--- src/rtl/alu_share_arbiter_if.sv ---
// Bundle of request, ALU-side and response signals for alu_share_arbiter.
// slave = arbiter side, master = requesters/ALU/response consumer side.
interface alu_share_arbiter_if #(
  parameter int CNT_W = 16
);
  logic              req0_valid_i;
  logic              req0_ready_o;
  logic [31:0]       req0_src1_i;
  logic [31:0]       req0_src2_i;
  logic [3:0]        req0_ctrl_i;

  logic              req1_valid_i;
  logic              req1_ready_o;
  logic [31:0]       req1_src1_i;
  logic [31:0]       req1_src2_i;
  logic [3:0]        req1_ctrl_i;

  logic [31:0]       alu_src1_o;
  logic [31:0]       alu_src2_o;
  logic [3:0]        alu_ctrl_o;
  logic [31:0]       alu_result_i;
  logic              alu_zero_i;

  logic              rsp_valid_o;
  logic              rsp_ready_i;
  logic              rsp_id_o;
  logic [31:0]       rsp_result_o;
  logic              rsp_zero_o;

  logic              busy_o;
  logic [CNT_W-1:0]  op_count_o;

  modport slave (
    input  req0_valid_i, req0_src1_i, req0_src2_i, req0_ctrl_i,
    input  req1_valid_i, req1_src1_i, req1_src2_i, req1_ctrl_i,
    input  alu_result_i, alu_zero_i, rsp_ready_i,
    output req0_ready_o, req1_ready_o,
    output alu_src1_o, alu_src2_o, alu_ctrl_o,
    output rsp_valid_o, rsp_id_o, rsp_result_o, rsp_zero_o,
    output busy_o, op_count_o
  );

  modport master (
    output req0_valid_i, req0_src1_i, req0_src2_i, req0_ctrl_i,
    output req1_valid_i, req1_src1_i, req1_src2_i, req1_ctrl_i,
    output alu_result_i, alu_zero_i, rsp_ready_i,
    input  req0_ready_o, req1_ready_o,
    input  alu_src1_o, alu_src2_o, alu_ctrl_o,
    input  rsp_valid_o, rsp_id_o, rsp_result_o, rsp_zero_o,
    input  busy_o, op_count_o
  );
endinterface

--- src/rtl/alu_share_arbiter.sv ---
// Shares one combinational ALU between two requesters: IDLE -> EXEC -> HOLD.
// Define ALU_ARB_RR_EN for round-robin arbitration; default is fixed priority (req0).
module alu_share_arbiter #(
  parameter int MULT_LAT = 3,
  parameter int CNT_W    = 16
) (
  input  logic               clk_i,
  input  logic               rst_n,
  alu_share_arbiter_if.slave bus
);

  typedef enum logic [1:0] {
    IDLE = 2'd0,
    EXEC = 2'd1,
    HOLD = 2'd2
  } state_t;

  localparam logic [3:0] OP_MULT  = 4'b0011;
  localparam logic [3:0] MULT_CNT = 4'(MULT_LAT - 1);

  state_t           state, state_next;
  logic             grant;
  logic             accept, capture, complete;
  logic             last_grant;

  logic             op_id;
  logic [31:0]      op_src1, op_src2;
  logic [3:0]       op_ctrl;
  logic [3:0]       cnt;

  logic             rsp_valid, rsp_id, rsp_zero;
  logic [31:0]      rsp_result;
  logic [CNT_W-1:0] op_count;

  logic [31:0]      sel_src1, sel_src2;
  logic [3:0]       sel_ctrl;

  // With no request pending the grant parks on the previous winner; it is
  // never used then because accept and both readies need a valid request.
  always_comb begin
`ifdef ALU_ARB_RR_EN
    if (bus.req0_valid_i && bus.req1_valid_i) grant = ~last_grant;
    else if (bus.req0_valid_i)                grant = 1'b0;
    else if (bus.req1_valid_i)                grant = 1'b1;
    else                                      grant = last_grant;
`else
    if (bus.req0_valid_i)      grant = 1'b0;
    else if (bus.req1_valid_i) grant = 1'b1;
    else                       grant = last_grant;
`endif
  end

  assign sel_src1 = grant ? bus.req1_src1_i : bus.req0_src1_i;
  assign sel_src2 = grant ? bus.req1_src2_i : bus.req0_src2_i;
  assign sel_ctrl = grant ? bus.req1_ctrl_i : bus.req0_ctrl_i;

  // NOTE: sequential state uses non-blocking (<=) so every register samples
  // pre-edge values regardless of process ordering.
  always_ff @(posedge clk_i or negedge rst_n) begin
    if (!rst_n) state <= IDLE;
    else        state <= state_next;
  end

  // NOTE: every output of this block gets a default first, so no path
  // through the case leaves a variable unassigned (which would infer a latch).
  always_comb begin
    state_next = state;
    accept     = 1'b0;
    capture    = 1'b0;
    complete   = 1'b0;
    case (state)
      IDLE: if (bus.req0_valid_i || bus.req1_valid_i) begin
        accept     = 1'b1;
        state_next = EXEC;
      end
      EXEC: if (cnt == 4'd0) begin
        capture    = 1'b1;
        state_next = HOLD;
      end
      HOLD: if (bus.rsp_ready_i) begin
        complete   = 1'b1;
        state_next = IDLE;
      end
      default: state_next = IDLE;
    endcase
  end

  always_ff @(posedge clk_i or negedge rst_n) begin
    if (!rst_n) begin
      last_grant <= 1'b1;
      op_id      <= 1'b0;
      op_src1    <= '0;
      op_src2    <= '0;
      op_ctrl    <= '0;
      cnt        <= '0;
      rsp_valid  <= 1'b0;
      rsp_id     <= 1'b0;
      rsp_result <= '0;
      rsp_zero   <= 1'b0;
      op_count   <= '0;
    end else begin
      if (accept) begin
        op_src1    <= sel_src1;
        op_src2    <= sel_src2;
        op_ctrl    <= sel_ctrl;
        op_id      <= grant;
        last_grant <= grant;
        cnt        <= (sel_ctrl == OP_MULT) ? MULT_CNT : 4'd0;
      end else if (state == EXEC && cnt != 4'd0) begin
        cnt <= cnt - 4'd1;
      end

      if (capture) begin
        rsp_result <= bus.alu_result_i;
        rsp_zero   <= bus.alu_zero_i;
        rsp_id     <= op_id;
        rsp_valid  <= 1'b1;
      end else if (complete) begin
        rsp_valid <= 1'b0;
        op_count  <= op_count + CNT_W'(1);
      end
    end
  end

  // Readies are gated by rst_n so every output reads 0 while reset is held,
  // even if a requester keeps its valid asserted.
  assign bus.req0_ready_o = rst_n && (state == IDLE) && !grant && bus.req0_valid_i;
  assign bus.req1_ready_o = rst_n && (state == IDLE) &&  grant && bus.req1_valid_i;

  assign bus.alu_src1_o   = op_src1;
  assign bus.alu_src2_o   = op_src2;
  assign bus.alu_ctrl_o   = op_ctrl;

  assign bus.rsp_valid_o  = rsp_valid;
  assign bus.rsp_id_o     = rsp_id;
  assign bus.rsp_result_o = rsp_result;
  assign bus.rsp_zero_o   = rsp_zero;

  assign bus.busy_o       = (state != IDLE);
  assign bus.op_count_o   = op_count;

endmodule

--- src/flat_wrapper.sv ---
// flat-port wrapper written by rule: the top's interface ports become plain ports
module alu_share_arbiter_flat 
#(
  parameter int MULT_LAT = 3,
  parameter int CNT_W    = 16
)
  (clk_i, rst_n, bus_req0_valid_i, bus_req0_src1_i, bus_req0_src2_i, bus_req0_ctrl_i, bus_req1_valid_i, bus_req1_src1_i, bus_req1_src2_i, bus_req1_ctrl_i, bus_alu_result_i, bus_alu_zero_i, bus_rsp_ready_i, bus_req0_ready_o, bus_req1_ready_o, bus_alu_src1_o, bus_alu_src2_o, bus_alu_ctrl_o, bus_rsp_valid_o, bus_rsp_id_o, bus_rsp_result_o, bus_rsp_zero_o, bus_busy_o, bus_op_count_o);
  alu_share_arbiter_if #(.CNT_W(CNT_W)) bus_i ();
  input  logic clk_i;
  input  logic rst_n;
  input wire logic [$bits(bus_i.req0_valid_i)-1:0] bus_req0_valid_i;
  input wire logic [$bits(bus_i.req0_src1_i)-1:0] bus_req0_src1_i;
  input wire logic [$bits(bus_i.req0_src2_i)-1:0] bus_req0_src2_i;
  input wire logic [$bits(bus_i.req0_ctrl_i)-1:0] bus_req0_ctrl_i;
  input wire logic [$bits(bus_i.req1_valid_i)-1:0] bus_req1_valid_i;
  input wire logic [$bits(bus_i.req1_src1_i)-1:0] bus_req1_src1_i;
  input wire logic [$bits(bus_i.req1_src2_i)-1:0] bus_req1_src2_i;
  input wire logic [$bits(bus_i.req1_ctrl_i)-1:0] bus_req1_ctrl_i;
  input wire logic [$bits(bus_i.alu_result_i)-1:0] bus_alu_result_i;
  input wire logic [$bits(bus_i.alu_zero_i)-1:0] bus_alu_zero_i;
  input wire logic [$bits(bus_i.rsp_ready_i)-1:0] bus_rsp_ready_i;
  output wire logic [$bits(bus_i.req0_ready_o)-1:0] bus_req0_ready_o;
  output wire logic [$bits(bus_i.req1_ready_o)-1:0] bus_req1_ready_o;
  output wire logic [$bits(bus_i.alu_src1_o)-1:0] bus_alu_src1_o;
  output wire logic [$bits(bus_i.alu_src2_o)-1:0] bus_alu_src2_o;
  output wire logic [$bits(bus_i.alu_ctrl_o)-1:0] bus_alu_ctrl_o;
  output wire logic [$bits(bus_i.rsp_valid_o)-1:0] bus_rsp_valid_o;
  output wire logic [$bits(bus_i.rsp_id_o)-1:0] bus_rsp_id_o;
  output wire logic [$bits(bus_i.rsp_result_o)-1:0] bus_rsp_result_o;
  output wire logic [$bits(bus_i.rsp_zero_o)-1:0] bus_rsp_zero_o;
  output wire logic [$bits(bus_i.busy_o)-1:0] bus_busy_o;
  output wire logic [$bits(bus_i.op_count_o)-1:0] bus_op_count_o;
  assign bus_i.req0_valid_i = bus_req0_valid_i;
  assign bus_i.req0_src1_i = bus_req0_src1_i;
  assign bus_i.req0_src2_i = bus_req0_src2_i;
  assign bus_i.req0_ctrl_i = bus_req0_ctrl_i;
  assign bus_i.req1_valid_i = bus_req1_valid_i;
  assign bus_i.req1_src1_i = bus_req1_src1_i;
  assign bus_i.req1_src2_i = bus_req1_src2_i;
  assign bus_i.req1_ctrl_i = bus_req1_ctrl_i;
  assign bus_i.alu_result_i = bus_alu_result_i;
  assign bus_i.alu_zero_i = bus_alu_zero_i;
  assign bus_i.rsp_ready_i = bus_rsp_ready_i;
  assign bus_req0_ready_o = bus_i.req0_ready_o;
  assign bus_req1_ready_o = bus_i.req1_ready_o;
  assign bus_alu_src1_o = bus_i.alu_src1_o;
  assign bus_alu_src2_o = bus_i.alu_src2_o;
  assign bus_alu_ctrl_o = bus_i.alu_ctrl_o;
  assign bus_rsp_valid_o = bus_i.rsp_valid_o;
  assign bus_rsp_id_o = bus_i.rsp_id_o;
  assign bus_rsp_result_o = bus_i.rsp_result_o;
  assign bus_rsp_zero_o = bus_i.rsp_zero_o;
  assign bus_busy_o = bus_i.busy_o;
  assign bus_op_count_o = bus_i.op_count_o;
  alu_share_arbiter #(.MULT_LAT(MULT_LAT), .CNT_W(CNT_W)) u_core (.clk_i(clk_i), .rst_n(rst_n), .bus(bus_i));
endmodule
--- config.mk ---
export PLATFORM = sky130hd
export DESIGN_NAME = alu_share_arbiter_flat
export DESIGN_NICKNAME = d
export VERILOG_FILES = /design/src/rtl/alu_share_arbiter_if.sv /design/src/rtl/alu_share_arbiter.sv /design/src/flat_wrapper.sv
export SDC_FILE = /design/constraint.sdc
export NUM_CORES = 1
export LEC_CHECK = 0
export BUFFER_PORTS_ARGS = -buffer_cell sky130_fd_sc_hd__buf_2
export CORE_AREA = 3 3 115 117
export DETAILED_ROUTE_END_ITERATION = 8
export DIE_AREA = 0 0 118 120
export PLACE_DENSITY = 0.88
export SLEW_MARGIN = 5
export SYNTH_ARGS = -nofsm -noshare
export SYNTH_HDL_FRONTEND = slang
export SYNTH_SLANG_ARGS = --single-unit
--- constraint.sdc ---
create_clock -name clk_i -period 3.4 [get_ports clk_i]
set_clock_uncertainty 0.15 [all_clocks]
set_input_delay 0.68 -clock clk_i [delete_from_list [all_inputs] [get_ports clk_i]]
set_output_delay 0.68 -clock clk_i [all_outputs]
set_load 0.02 [all_outputs]
==> flow_metrics.tcl <==
set metrics [dict create \
    yosysWarnings 0 \
    path_clk_slew_ns 0.05 \
    nFillCells 1042 \
    status "completed" \
    grt_pass1_vias 4637 \
    die_area_mm2 0.01416 \
    ys_async_sr_fraction_pct 100.0 \
    port_buffers 295 \
    setup_tns_ns 0 \
    synth_edf_count 0 \
    core_mm2 0.01247 \
    critPathCaptureType "output pin" \
    synth_area_mm2 0.005683 \
    numCtsBuffers 17 \
    max-vdd-ir-drop_uv 427.6 \
    synth_flop_cell "dfrtp_1" \
    ys_ff_latch 127 \
    grt_use_met3_pct 6.079 \
    busiest_layer "met2" \
    relSlewSlack_pct 43.28 \
    hold_viol 0 \
    firstDrtPassIters 4 \
    cts_hold_buffers 0 \
    hpwl_um 11020 \
    fin_util_pct 62.98 \
    setup-violations-final 0 \
    cts_tree "done" \
    drive_gt1_share_pct 47.24 \
    multi_input_area_mm2 0.002320 \
    cp.arrival_ns 1.68 \
    cp_max_fo 8 \
    grt_usage_pct 20.62 \
    clock_latency_ns 0.40 \
    p_leak_nw 4.168 \
    hold_path.class "primary input to asynchronous set/reset pin" \
    critPathKind "register to output pin" \
    syn_to_final_growth_pct 38.16 \
    wl_um 14590 \
    initial_core_util_pct 45.59 \
    via_per_inst 4.944 \
    antenna_cells 0 \
    grt_pass1_wl_um 23090 \
    die_x_um 118 \
    grt_max_degree 93 \
    ctsResizeCount 0 \
    gp_congestion 0.8173 \
    overflow 0 \
    grt_util_met1_pct 25.27 \
    wl_per_cell_um 15.34 \
    clock-sinks 127 \
    drc_errors 0 \
    timing.final.max_slew_violations 0 \
    postSynthAreaPerCell_um2 11.91 \
    fmax_mhz 399.0 \
    num_io_pins 296 \
    clockBufferDepth 2 \
    seq_area_frac_synth_pct 55.94 \
    synthCells 477 \
    dr_total_vias 4702 \
    finalCritPeriodShare_pct 73.71 \
    worst_slew_pin_slew_ns 0.8507 \
    antenna_found_initial 0 \
    htree_levels 4 \
    cts_setup_buffers 0 \
    period_minus_slack_ns 2.506 \
    clockRootBuffer "clkbuf_16" \
    fin_nets 945 \
    power_density_mw_per_mm2 983.0 \
    fp.dieH_um 120 \
    max_cap_viol_count 0 \
    regArea_mm2 0.003179 \
    num_rows 41 \
    cp.required_ns 2.57 \
    ant_nets 0 \
    syn-num-nets 654 \
    yosys.cell_types.count 39 \
    rsz0062_at_grt "no" \
    cp-start-kind "register" \
    first_iter_violations 320 \
    gr-usage-met2_pct 34.82 \
]
==> cells by family (layout without fill, tap and decap cells) <==
group	count (synthesis)	count (layout)	share of synthesized area, %
flops	127	127	55.94
simple gates	116	116	9.357
mux	102	102	20.56
compound gates	79	79	7.134
buf+inv	32	334	3.567
xor+xnor	18	18	2.774
fa+ha+maj	3	3	0.6606
==> synthesized netlist by cell type (all sizes together) (2+ instances only) <==
master  number  area (um2)
mux2i       68       680.7
nand3        7       35.03
and2         2       12.51
buf         27       183.9
nand2b       2       20.02
o21ai        2       10.01
nor2        75       281.5
inv          4       15.01
nor3         2       10.01
mux2        34       488.0
and4         2       17.52
dfrtp      126        3153
ha           3       37.54
nand2       12       45.04
nand4        5       31.28
xnor2       14       122.6
xor2         4       35.03
a21oi       73       365.4
==> layer usage <==
metal  up-vias  wire [um]  part of all wire (%)
met5         -          0                     0
met4         0        306                   2.1
met3        25        972                   6.7
met2       213       7383                    51
met1      2239       5924                    41
li1       2225          -                     -
==> placed cells by master, fill, tap and decap left out, types with 2 or more instances in the layout <==
cell and count:
clkbuf_1 2, clkbuf_16 17, buf_4 5, and4_1 2, xor2_1 4, clkinv_2 2, a21oi_1 73, buf_2 294
xnor2_1 14, nand3_1 7, inv_1 4, mux2i_1 68, nor3_1 2, mux2_4 28, o21ai_0 2, ha_1 3
dfrtp_1 126, clkbuf_8 6, and2_1 2, mux2_2 6, bufinv_16 2, nand4_1 5, nor2_1 75, nand2_1 12
==> final cells by class <==
| cell class | instances | share of cell area [%] |
|---|---|---|
| Sequential cell | 127 | 40.49 |
| Multi-Input combinational cell | 318 | 29.55 |
| Timing Repair Buffer | 300 | 19.47 |
| Clock buffer | 25 | 6.566 |
| Tap cell | 172 | 2.741 |
| Clock inverter | 5 | 0.9880 |
| Inverter | 4 | 0.1912 |
==> worst paths after layout <==
path	cells after the start	startpoint	endpoint	slack, ns
max in group asynchronous	2	rst_n	u_core.bus.alu_src1_o[30]	2.19
worst min register to register	1	u_core.bus.op_count_o[15]	u_core.bus.op_count_o[15]	0.33
worst max register to register	5	u_core.state[1]	u_core.bus.alu_src1_o[30]	1.12
min in group clk_i	1	u_core.bus.op_count_o[15]	u_core.bus.op_count_o[15]	0.33
worst min-delay path	2	rst_n	u_core.op_id	0.29
worst max-delay path	3	u_core.state[1]	bus_req1_ready_o	0.89
==> critical path, stage by stage, from the launching register on <==
cell     delay, ns
dfrtp_1       0.41
nor2_1        0.41
and4b_1       0.28
buf_2         0.17
==> state kept, by name, summed over array words and instances (netlist names) <==
| name | cells |
|---|---|
| u_core.bus.alu_src1_o | 32 |
| u_core.bus.alu_src2_o | 32 |
| u_core.bus.rsp_result_o | 32 |
| u_core.bus.op_count_o | 16 |
| u_core.bus.alu_ctrl_o | 4 |
| u_core.cnt | 4 |
| u_core.state | 2 |
| u_core.bus.rsp_id_o | 1 |
| u_core.bus.rsp_valid_o | 1 |
| u_core.bus.rsp_zero_o | 1 |
| u_core.last_grant | 1 |
| u_core.op_id | 1 |
==> through the flow <==
stage / power [W] / setup WS [ns] / hold slack, ns / instance area (um2) / cells
finish: 0.007718 / 0.8938 / 0.2922 / 7851 / 951
detailed placement: 0.005965 / 1.114 / 0.3152 / 7258 / 921
global placement: 0.005854 / 1.156 / 0.3057 / 7258 / 921
global route: 0.008182 / 0.7740 / 0.3426 / 7851 / 951
floorplan: 0.004912 / 1.449 / 0.2344 / 5683 / 477
CTS: 0.007798 / 0.8842 / 0.3103 / 7851 / 951
==> power breakdown <==
part	internal, W	switching [W]
Clock	0.00119	0.000603
Combinational	0.00135	0.00199
Sequential	0.00220	0.000386
Total	0.00474	0.00298
No activity file was read; power rests on OpenSTA's default activity.
